`src/rtl/cluster_clock_gate_ctrl.sv`:
```
// Multi-channel idle-detect clock-gating controller with per-channel glitch-free gates.
// Optional gated-cycle statistics are enabled by defining CLK_GATE_STATS_EN.
module cluster_clock_gate_ctrl #(
   parameter int NUM_CH      = 4,
   parameter int CNT_W       = 8,
   parameter int WAKE_CYCLES = 2
) (
   input  logic              clk_i,
   input  logic              rst_i,
   input  logic              test_en_i,
   input  logic [NUM_CH-1:0] busy_i,
   input  logic [NUM_CH-1:0] wake_req_i,
   input  logic [NUM_CH-1:0] cfg_auto_en_i,
   input  logic [CNT_W-1:0]  cfg_idle_i,
`ifdef CLK_GATE_STATS_EN
   input  logic                 stats_clr_i,
   output logic [NUM_CH*16-1:0] stats_gated_cnt_o,
`endif
   output logic [NUM_CH-1:0] ready_o,
   output logic [NUM_CH-1:0] gated_o,
   output logic [NUM_CH-1:0] clk_en_o,
   output logic [NUM_CH-1:0] clk_o
);

   localparam logic [1:0] ST_RUN   = 2'd0;
   localparam logic [1:0] ST_IDLE  = 2'd1;
   localparam logic [1:0] ST_GATED = 2'd2;
   localparam logic [1:0] ST_WAKE  = 2'd3;

   localparam logic [CNT_W-1:0] WAKE_LAST =
      CNT_W'(WAKE_CYCLES - 1);

   logic [NUM_CH-1:0][1:0]       state_q;
   logic [NUM_CH-1:0][1:0]       state_d;
   logic [NUM_CH-1:0][CNT_W-1:0] cnt_q;
   logic [NUM_CH-1:0][CNT_W-1:0] cnt_d;
   logic [NUM_CH-1:0]            clk_en_q;
   logic [NUM_CH-1:0]            clk_en_d;
   logic [NUM_CH-1:0]            act;
   logic [NUM_CH-1:0]            stay_on;

   assign act     = busy_i | wake_req_i;
   assign stay_on = act | ~cfg_auto_en_i;

   always_comb begin
      state_d = state_q;
      cnt_d   = cnt_q;
      for (int c = 0; c < NUM_CH; c++) begin
         unique case (state_q[c])
            ST_RUN: begin
               if (!stay_on[c]) begin
                  state_d[c] = ST_IDLE;
                  cnt_d[c]   = '0;
               end
            end
            ST_IDLE: begin
               // activity beats an expiring threshold
               if (stay_on[c]) begin
                  state_d[c] = ST_RUN;
               end else if (cnt_q[c] >= cfg_idle_i) begin
                  state_d[c] = ST_GATED;
               end else begin
                  cnt_d[c] = cnt_q[c] + 1'b1;
               end
            end
            ST_GATED: begin
               if (stay_on[c]) begin
                  state_d[c] = ST_WAKE;
                  cnt_d[c]   = '0;
               end
            end
            ST_WAKE: begin
               if (cnt_q[c] == WAKE_LAST) begin
                  state_d[c] = ST_RUN;
               end else begin
                  cnt_d[c] = cnt_q[c] + 1'b1;
               end
            end
            default: begin
               state_d[c] = ST_RUN;
               cnt_d[c]   = '0;
            end
         endcase
      end
   end

   always_comb begin
      clk_en_d = '0;
      for (int c = 0; c < NUM_CH; c++) begin
         clk_en_d[c] = (state_d[c] != ST_GATED);
      end
   end

   always_ff @(posedge clk_i) begin
      if (rst_i) begin
         state_q  <= {NUM_CH{ST_RUN}};
         cnt_q    <= '0;
         clk_en_q <= '1;
      end else begin
         state_q  <= state_d;
         cnt_q    <= cnt_d;
         clk_en_q <= clk_en_d;
      end
   end

   always_comb begin
      ready_o = '0;
      gated_o = '0;
      for (int c = 0; c < NUM_CH; c++) begin
         ready_o[c] = (state_q[c] == ST_RUN) ||
                      (state_q[c] == ST_IDLE);
         gated_o[c] = (state_q[c] == ST_GATED);
      end
   end

   assign clk_en_o = clk_en_q;

   // enable only changes while clk_i is low, so clk_o never glitches
   for (genvar g = 0; g < NUM_CH; g++) begin : gen_gate
      logic en_l;
      always_latch begin
         if (!clk_i) begin
            en_l = clk_en_q[g] | test_en_i;
         end
      end
      assign clk_o[g] = clk_i & en_l;
   end

`ifdef CLK_GATE_STATS_EN
   logic [NUM_CH-1:0][15:0] stat_q;
   logic [NUM_CH-1:0][15:0] stat_d;

   always_comb begin
      stat_d = stat_q;
      for (int c = 0; c < NUM_CH; c++) begin
         if (stats_clr_i) begin
            stat_d[c] = '0;
         end else if (gated_o[c] &&
                      (stat_q[c] != 16'hFFFF)) begin
            stat_d[c] = stat_q[c] + 16'd1;
         end
      end
   end

   always_ff @(posedge clk_i) begin
      if (rst_i) begin
         stat_q <= '0;
      end else begin
         stat_q <= stat_d;
      end
   end

   assign stats_gated_cnt_o = stat_q;
`endif

endmodule

```
`config.mk`:
```
export PLATFORM = sky130hd
export DESIGN_NAME = cluster_clock_gate_ctrl
export DESIGN_NICKNAME = d
export VERILOG_FILES = /design/src/rtl/cluster_clock_gate_ctrl.sv
export SDC_FILE = /design/constraint.sdc
export NUM_CORES = 1
export LEC_CHECK = 0
export BUFFER_PORTS_ARGS = -buffer_cell sky130_fd_sc_hd__clkbuf_2
export CORE_ASPECT_RATIO = 2
export CORE_MARGIN = 1
export CORE_UTILIZATION = 28
export DETAILED_ROUTE_END_ITERATION = 8
export SLEW_MARGIN = 20
export SYNTH_ARGS = -nofsm -noshare
export SYNTH_HDL_FRONTEND = slang
export SYNTH_SLANG_ARGS = --single-unit
export TNS_END_PERCENT = 10
```
`constraint.sdc`:
```
create_clock -name clk_i -period 3.8 [get_ports clk_i]
set_input_delay 0.76 -clock clk_i [delete_from_list [all_inputs] [get_ports clk_i]]
set_output_delay 0.76 -clock clk_i [all_outputs]
set_load 0.01 [all_outputs]
```
* Yosys cells after proc, flatten, opt, wreduce, memory -nomap -nowiden
Cells that the tools add are included.
Widths: inputs -> output; s select.
** Storage, ports and cells
- Word-level logic and storage cells :: 136
- Flip-flop bits (word level) :: 44
- Input bits :: 23
- Latch bits :: 4
- Output and inout bits :: 16
** Operators by class
- $add $sub $neg :: 4
- Mux-type cells :: 52
- $lt $le $gt $ge :: 4
- Bitwise gates (word level) :: 11
- Eq/ne operators :: 40
- Reduce and logical (&&, ||, !) cells :: 12
** Operators with widths (number)
- $mux 8 :: 20
- $pmux 8 s4 :: 4
- $mux 2 :: 20
- $ne 2x2->1 const B :: 20
- $add 8x1->8 const B :: 4
- $eq 8x1->1 const B :: 4
- $ge 8x8->1 :: 4
- $pmux 2 s4 :: 4
- $reduce_and 5->1 :: 4
- $eq 2x2->1 const B :: 8
- $eq 2x1->1 const B :: 4
- $logic_not 2->1 :: 4
- $ne 2x1->1 const B :: 4
- $or 4x4->4 :: 2
- $and 1x1->1 :: 4
- $logic_or 1x1->1 :: 4
- $mux 1 :: 4
- $not 4->4 :: 1
- $or 1x1->1 :: 4

* Logic depth before layout (Yosys ltp)
Gate-level depths: netlist (run 1).
- Depth after elaboration :: 5
- Depth in mapped cells :: 9
- Gate-level depth less buffers :: 8

==> results.cfg, run 1 <==
[critical_path]
rr_worst_depth = 8
crit_start = gen_gate[1].en_l$_DLATCH_N_
worst_ep_required_time_ns = 3.04
crit_path_max_fanout = 1
reg2reg_from = cnt_q[8]$_SDFFE_PP0P_
r2r_end = cnt_q[11]$_SDFFE_PP0P_
worstSetupEndpointType = output port
crit_end = clk_o[1]
crit_arrival_ns = 2.98
critical_path_class = latch -> out
reg2reg_slack_ns = 0.99
critPathLaunchType = latch

[cells_and_area]
syn2layout_area_growth_pct = 19.4
stdcell_area_um2 = 3750
fin_cells = 559
diodes = 0
layout_common_cells = 44 x dfxtp_1, 41 x nor2_1, 40 x ha_1, 38 x clkbuf_2, 31 x inv_1
nNetsFinal = 480
drive_gt1_share_pct = 15.0
final_common_cell = dfxtp_1

[clocking]
clk_pin_slew_ns = 0.07
ctsHoldBuffers = 0
cts_tree = done
clk_latency_ns = 0.41
cts-resized-gates = 0
postCtsSetupBuffers = 0

[global_route]
grt_pass1_vias = 2865
overflow = 0
antenna_found_initial = 0
grt_max_degree = 19
grt_pass1_wl_um = 13000
grt_use_total_pct = 14.7

[placed_design]
io_buffers = 38
place_hpwl_um = 6200
place_inst = 546
place_congestion = 0.848
dpl_cell_area_um2 = 3490
dp_slack_ns = 0.536

[die]
die_h_um = 152
row_count = 54
dieArea_um2 = 11700
io_pins = 39
die_w_um = 76.9
core_area_um2 = 10900
start_util_pct = 28.7

[synth]
synthTopCellsByArea = dfxtp_1 28%, ha_1 16%, nor2_1 4.9%, a21oi_1 4.5%, inv_1 3.7%
syn_area_per_cell_um2 = 8.40
synth_top_area_cell = dfxtp_1
ys_warn_count = 0
synth-seq-cells = 48
synth_flop_cell = dfxtp_1
postSynth.asyncResetShare_pct = 0
synth.distinct_cells = 56
syn_inst = 374
syn_area_um2 = 3140
netlist.area_leader.share_pct = 28.0
synth-edff-count = 0
synth_fp_nets = 437

[route]
via_per_inst = 5.04
drt-initial-drc-count = 128
routed_wl_um = 7880
final_antenna_net_count = 0
detail_route.first_pass.iterations = 5
routedWlPerCell_um = 14.1
drc = 0
num_vias = 2815

[timing]
final_hold_viol_count = 0
tightestPinTransition_ns = 0.991
relSlewSlack_pct = 33.8
drv_slew = 0
fin_tns_setup_ns = 0
rsz0062_at_grt = false
finalClockSkew_ns = 0.00691
setup_ws_ns = 0.0621
setup_viol = 0

[power]
p_leak_nw = 1.56
power_density_nw_per_um2 = 377
vdd_drop_max_mv = 0.265

[outcome]
outcome = completed

[flow_run]
max_cap_violations = 0

[hold_path]
hold_path_class = reg -> reg
## sequential cells by signal (all words and copies together) (netlist names)
| name | count |
|---|---|
| cnt_q | 32 |
| state_q | 8 |
| clk_en_o | 4 |
| gen_gate.en_l | 4 |
## report_power, final
group | total (mW) | switching [mW] | internal (mW)
sequential | 0.497 | 0.00483 | 0.492
clock | 0.829 | 0.286 | 0.543
combinational | 0.0912 | 0.0560 | 0.0351
## cell usage after synthesis (all sizes together), types with 5 or more instances
cell and n:
or3 6, a211oi 5, o21ai 16, inv 31, or2 5, and2 8
o211ai 6, mux2i 5, a21oi 28, xnor2 13, nand4 9, nand2b 7
nand3 10, or4 7, ha 40, dfxtp 44, nand2 23, nor2 41
## area by class of cell
cell class | count | area, um^2
fillers | 1171 | 7190
multi-input cells | 288 | 2060
flip-flops and latches | 48 | 941
clock buffers | 15 | 253
repair buffers | 35 | 178
well taps | 140 | 175
inverters | 31 | 116
clock inverters | 2 | 35.0
## cell families (layout without fill, tap and decap cells)
| family | Yosys count | after routing | share of synthesized area [%] |
|---|---|---|---|
| AO/OA/AOI/OAI | 88 | 88 | 19.9 |
| XOR/XNOR | 13 | 13 | 3.62 |
| adder cells (fa/ha/maj) | 40 | 40 | 15.9 |
| buffers and inverters | 38 | 83 | 4.66 |
| flip-flops | 44 | 44 | 28.0 |
| latches | 4 | 4 | 1.91 |
| multiplexers | 7 | 7 | 2.31 |
| AND/OR/NAND/NOR | 140 | 140 | 23.6 |
## worst max-delay path: stages, from the launching register on
cell	delay (ns)
dlxtn_1	0.40
and2_1	0.11
clkbuf_2	0.12
## metrics by stage
step	power, mW	utilization [%]	hold slack, ns
3_5_place_dp	0.693	31.8	0.493
5_1_grt	1.48	34.3	0.526
4_1_cts	1.44	34.3	0.504
6_report	1.42	34.3	0.502
2_1_floorplan	0.623	-	0.462
3_3_place_gp	0.689	31.8	0.485
## metal layers
metal / global-route usage (%) / routed length, um
met5: 0 / 0
met4: 15.0 / 501
met2: 26.5 / 4340
met1: 12.8 / 2830
met3: 3.12 / 207
## worst min-delay path by stage
stage,end,cells after the start,from,slack [ns]
floorplan,state_q[3]$_SDFF_PP0_,2,state_q[3]$_SDFF_PP0_,0.46
global placement,state_q[3]$_SDFF_PP0_,2,state_q[3]$_SDFF_PP0_,0.48
detailed placement,state_q[3]$_SDFF_PP0_,2,state_q[3]$_SDFF_PP0_,0.49
CTS,state_q[3]$_SDFF_PP0_,2,state_q[3]$_SDFF_PP0_,0.50
global route,state_q[3]$_SDFF_PP0_,2,state_q[3]$_SDFF_PP0_,0.53
finish,cnt_q[15]$_SDFFE_PP0P_,2,cnt_q[15]$_SDFFE_PP0P_,0.50
No activity file was read; power rests on OpenSTA's default activity.
==> run 2: changes to the inputs <==
--- a/config.mk
+++ b/config.mk
@@ -6,11 +6,13 @@
 export NUM_CORES = 1
 export LEC_CHECK = 0
 export BUFFER_PORTS_ARGS = -buffer_cell sky130_fd_sc_hd__clkbuf_2
+export CELL_PAD_IN_SITES_DETAIL_PLACEMENT = 2
+export CELL_PAD_IN_SITES_GLOBAL_PLACEMENT = 2
 export CORE_ASPECT_RATIO = 2
 export CORE_MARGIN = 1
 export CORE_UTILIZATION = 28
 export DETAILED_ROUTE_END_ITERATION = 8
-export SLEW_MARGIN = 20
+export PLACE_DENSITY_LB_ADDON = 0.1
 export SYNTH_ARGS = -nofsm -noshare
 export SYNTH_HDL_FRONTEND = slang
 export SYNTH_SLANG_ARGS = --single-unit
==> results.cfg, run 2 (synthesis gave the netlist of run 1 again) <==
[die]
io_pins = 39
core_area_um2 = 10900
die_w_um = 76.9
start_util_pct = 28.7
dieArea_um2 = 11700
die_h_um = 152
row_count = 54

[cells_and_area]
drive_gt1_share_pct = 16.0
layout_common_cells = 44 x dfxtp_1, 41 x nor2_1, 40 x ha_1, 36 x clkbuf_2, 31 x inv_1
fillers = 1295
stdcell_area_um2 = 3760
top_register = cnt_q
nNetsFinal = 481
final_common_cell = dfxtp_1
top_regs = cnt_q (32), state_q (8)
largest_register_ffs = 32
diodes = 0
syn2layout_area_growth_pct = 19.5

[timing]
relSlewSlack_pct = 31.4
final_hold_viol_count = 0
tightestPinTransition_ns = 1.03
rsz0062_at_grt = false
drv_slew = 0
hold_slack_ns = 0.503
setup_viol = 0
finalClockSkew_ns = 0.00622

[clocking]
cts_tree = done
clk_latency_ns = 0.41
clk_pin_slew_ns = 0.07
ctsHoldBuffers = 0

[power]
p_int_mw = 1.05
p_leak_nw = 1.56
switching_share_pct = 26.3
p_sw_uw = 374
power_density_nw_per_um2 = 379
p_seq_share_pct = 34.9
vdd_drop_max_mv = 0.168
power_frac_clock_pct = 58.5
power_frac_comb_pct = 6.6

[route]
final_antenna_net_count = 0
num_vias = 2946
routed_wl_um = 9800
via_per_inst = 5.26
detail_route.first_pass.iterations = 3
drc = 0
routedWlPerCell_um = 17.5
drt-initial-drc-count = 48

[global_route]
grt_pass1_vias = 3236
grt_max_degree = 20
grt_pass1_wl_um = 16000
overflow = 0
antenna_found_initial = 0
grt_use_total_pct = 18.0

[placed_design]
io_buffers = 38
dpl_cell_area_um2 = 3490
place_hpwl_um = 7870
place_congestion = 0.732

[critical_path]
critPathLaunchType = latch
crit_slowest_cell = dlxtn_2
crit_path_max_fanout = 1
path_cells = and2_4 -> clkbuf_8
critical_path_class = latch -> out
critPathMaxStageDelay_ns = 0.41
crit_arrival_ns = 3.01
worst_ep_required_time_ns = 3.04
worstSetupEndpointType = output port

[flow_run]
max_cap_violations = 0

[hold_path]
hold_path_class = reg -> reg

[outcome]
outcome = completed
[run 2: cell types whose count changed in the layout (fill, tap and decap cells not counted), sizes merged]
cell and change:
buf +2, bufinv -1
[run 2: cell type report]
class	instances	area, um^2	share of cell area [%]
Timing Repair Buffer	36	185	4.93
Inverter	31	116	3.10
Sequential cell	48	943	25.1
Clock buffer	16	272	7.23
Multi-Input combinational cell	288	2060	54.8
Clock inverter	1	5.00	0.133
Tap cell	140	175	4.66
[run 2: path summary, 6_finish.rpt]
| kind | from | endpoint | slack [ns] | depth (start not counted) |
|---|---|---|---|---|
| worst min-delay path | state_q[3]$_SDFF_PP0_ | state_q[3]$_SDFF_PP0_ | 0.50 | 2 |
| worst max register to register | cnt_q[8]$_SDFFE_PP0P_ | cnt_q[13]$_SDFFE_PP0P_ | 1.03 | 8 |
| worst max-delay path | gen_gate[3].en_l$_DLATCH_N_ | clk_o[3] | 0.03 | 2 |
| worst min register to register | state_q[3]$_SDFF_PP0_ | state_q[3]$_SDFF_PP0_ | 0.50 | 2 |
[run 2: layer usage]
layer	GRT usage (%)	vias up	part of all wire, %
met1	17.3	1469	37
met4	10.2	0	3.1
met5	0	-	0
li1	-	1429	-
met3	3.18	15	1.7
met2	34.8	33	58
[run 2: power by group through the flow]
stage	logic, mW	clock network (mW)	registers (mW)
after CTS	0.0976	0.863	0.497
after global placement	0.0929	0.0916	0.509
final	0.0940	0.834	0.497
after detailed placement	0.0964	0.0916	0.509
after floorplan	0.0613	0.0558	0.506
after global routing	0.107	0.891	0.497
[run 2: timing repair]
| item | 4_1_cts | 5_1_grt |
|---|---|---|
| buffers inserted | 0 | 0 |
| pin swaps | 0 | 0 |
| gates resized for setup | 4 | 4 |
| setup endpoints to repair | 4 | 4 |
[run 2: per-stage QoR]
step | worst slack (ns) | std cells | power, mW | util (%) | setup TNS [ns]
finish | 0.0335 | 560 | 1.42 | 34.3 | 0
global route | 0.00525 | 560 | 1.50 | 34.3 | 0
CTS | -0.0119 | 560 | 1.46 | 34.2 | -0.0119
detailed placement | 0.526 | 547 | 0.697 | 31.9 | 0
global placement | 0.553 | 547 | 0.693 | 31.9 | 0
floorplan | 0.619 | 374 | 0.623 | - | 0
[run 2: critical path: cells and delay by family (launching register included)]
family / cells / cell delay (ns)
latches: 1 / 0.41
and+or+nand+nor: 1 / 0.13
buffers and inverters: 1 / 0.12
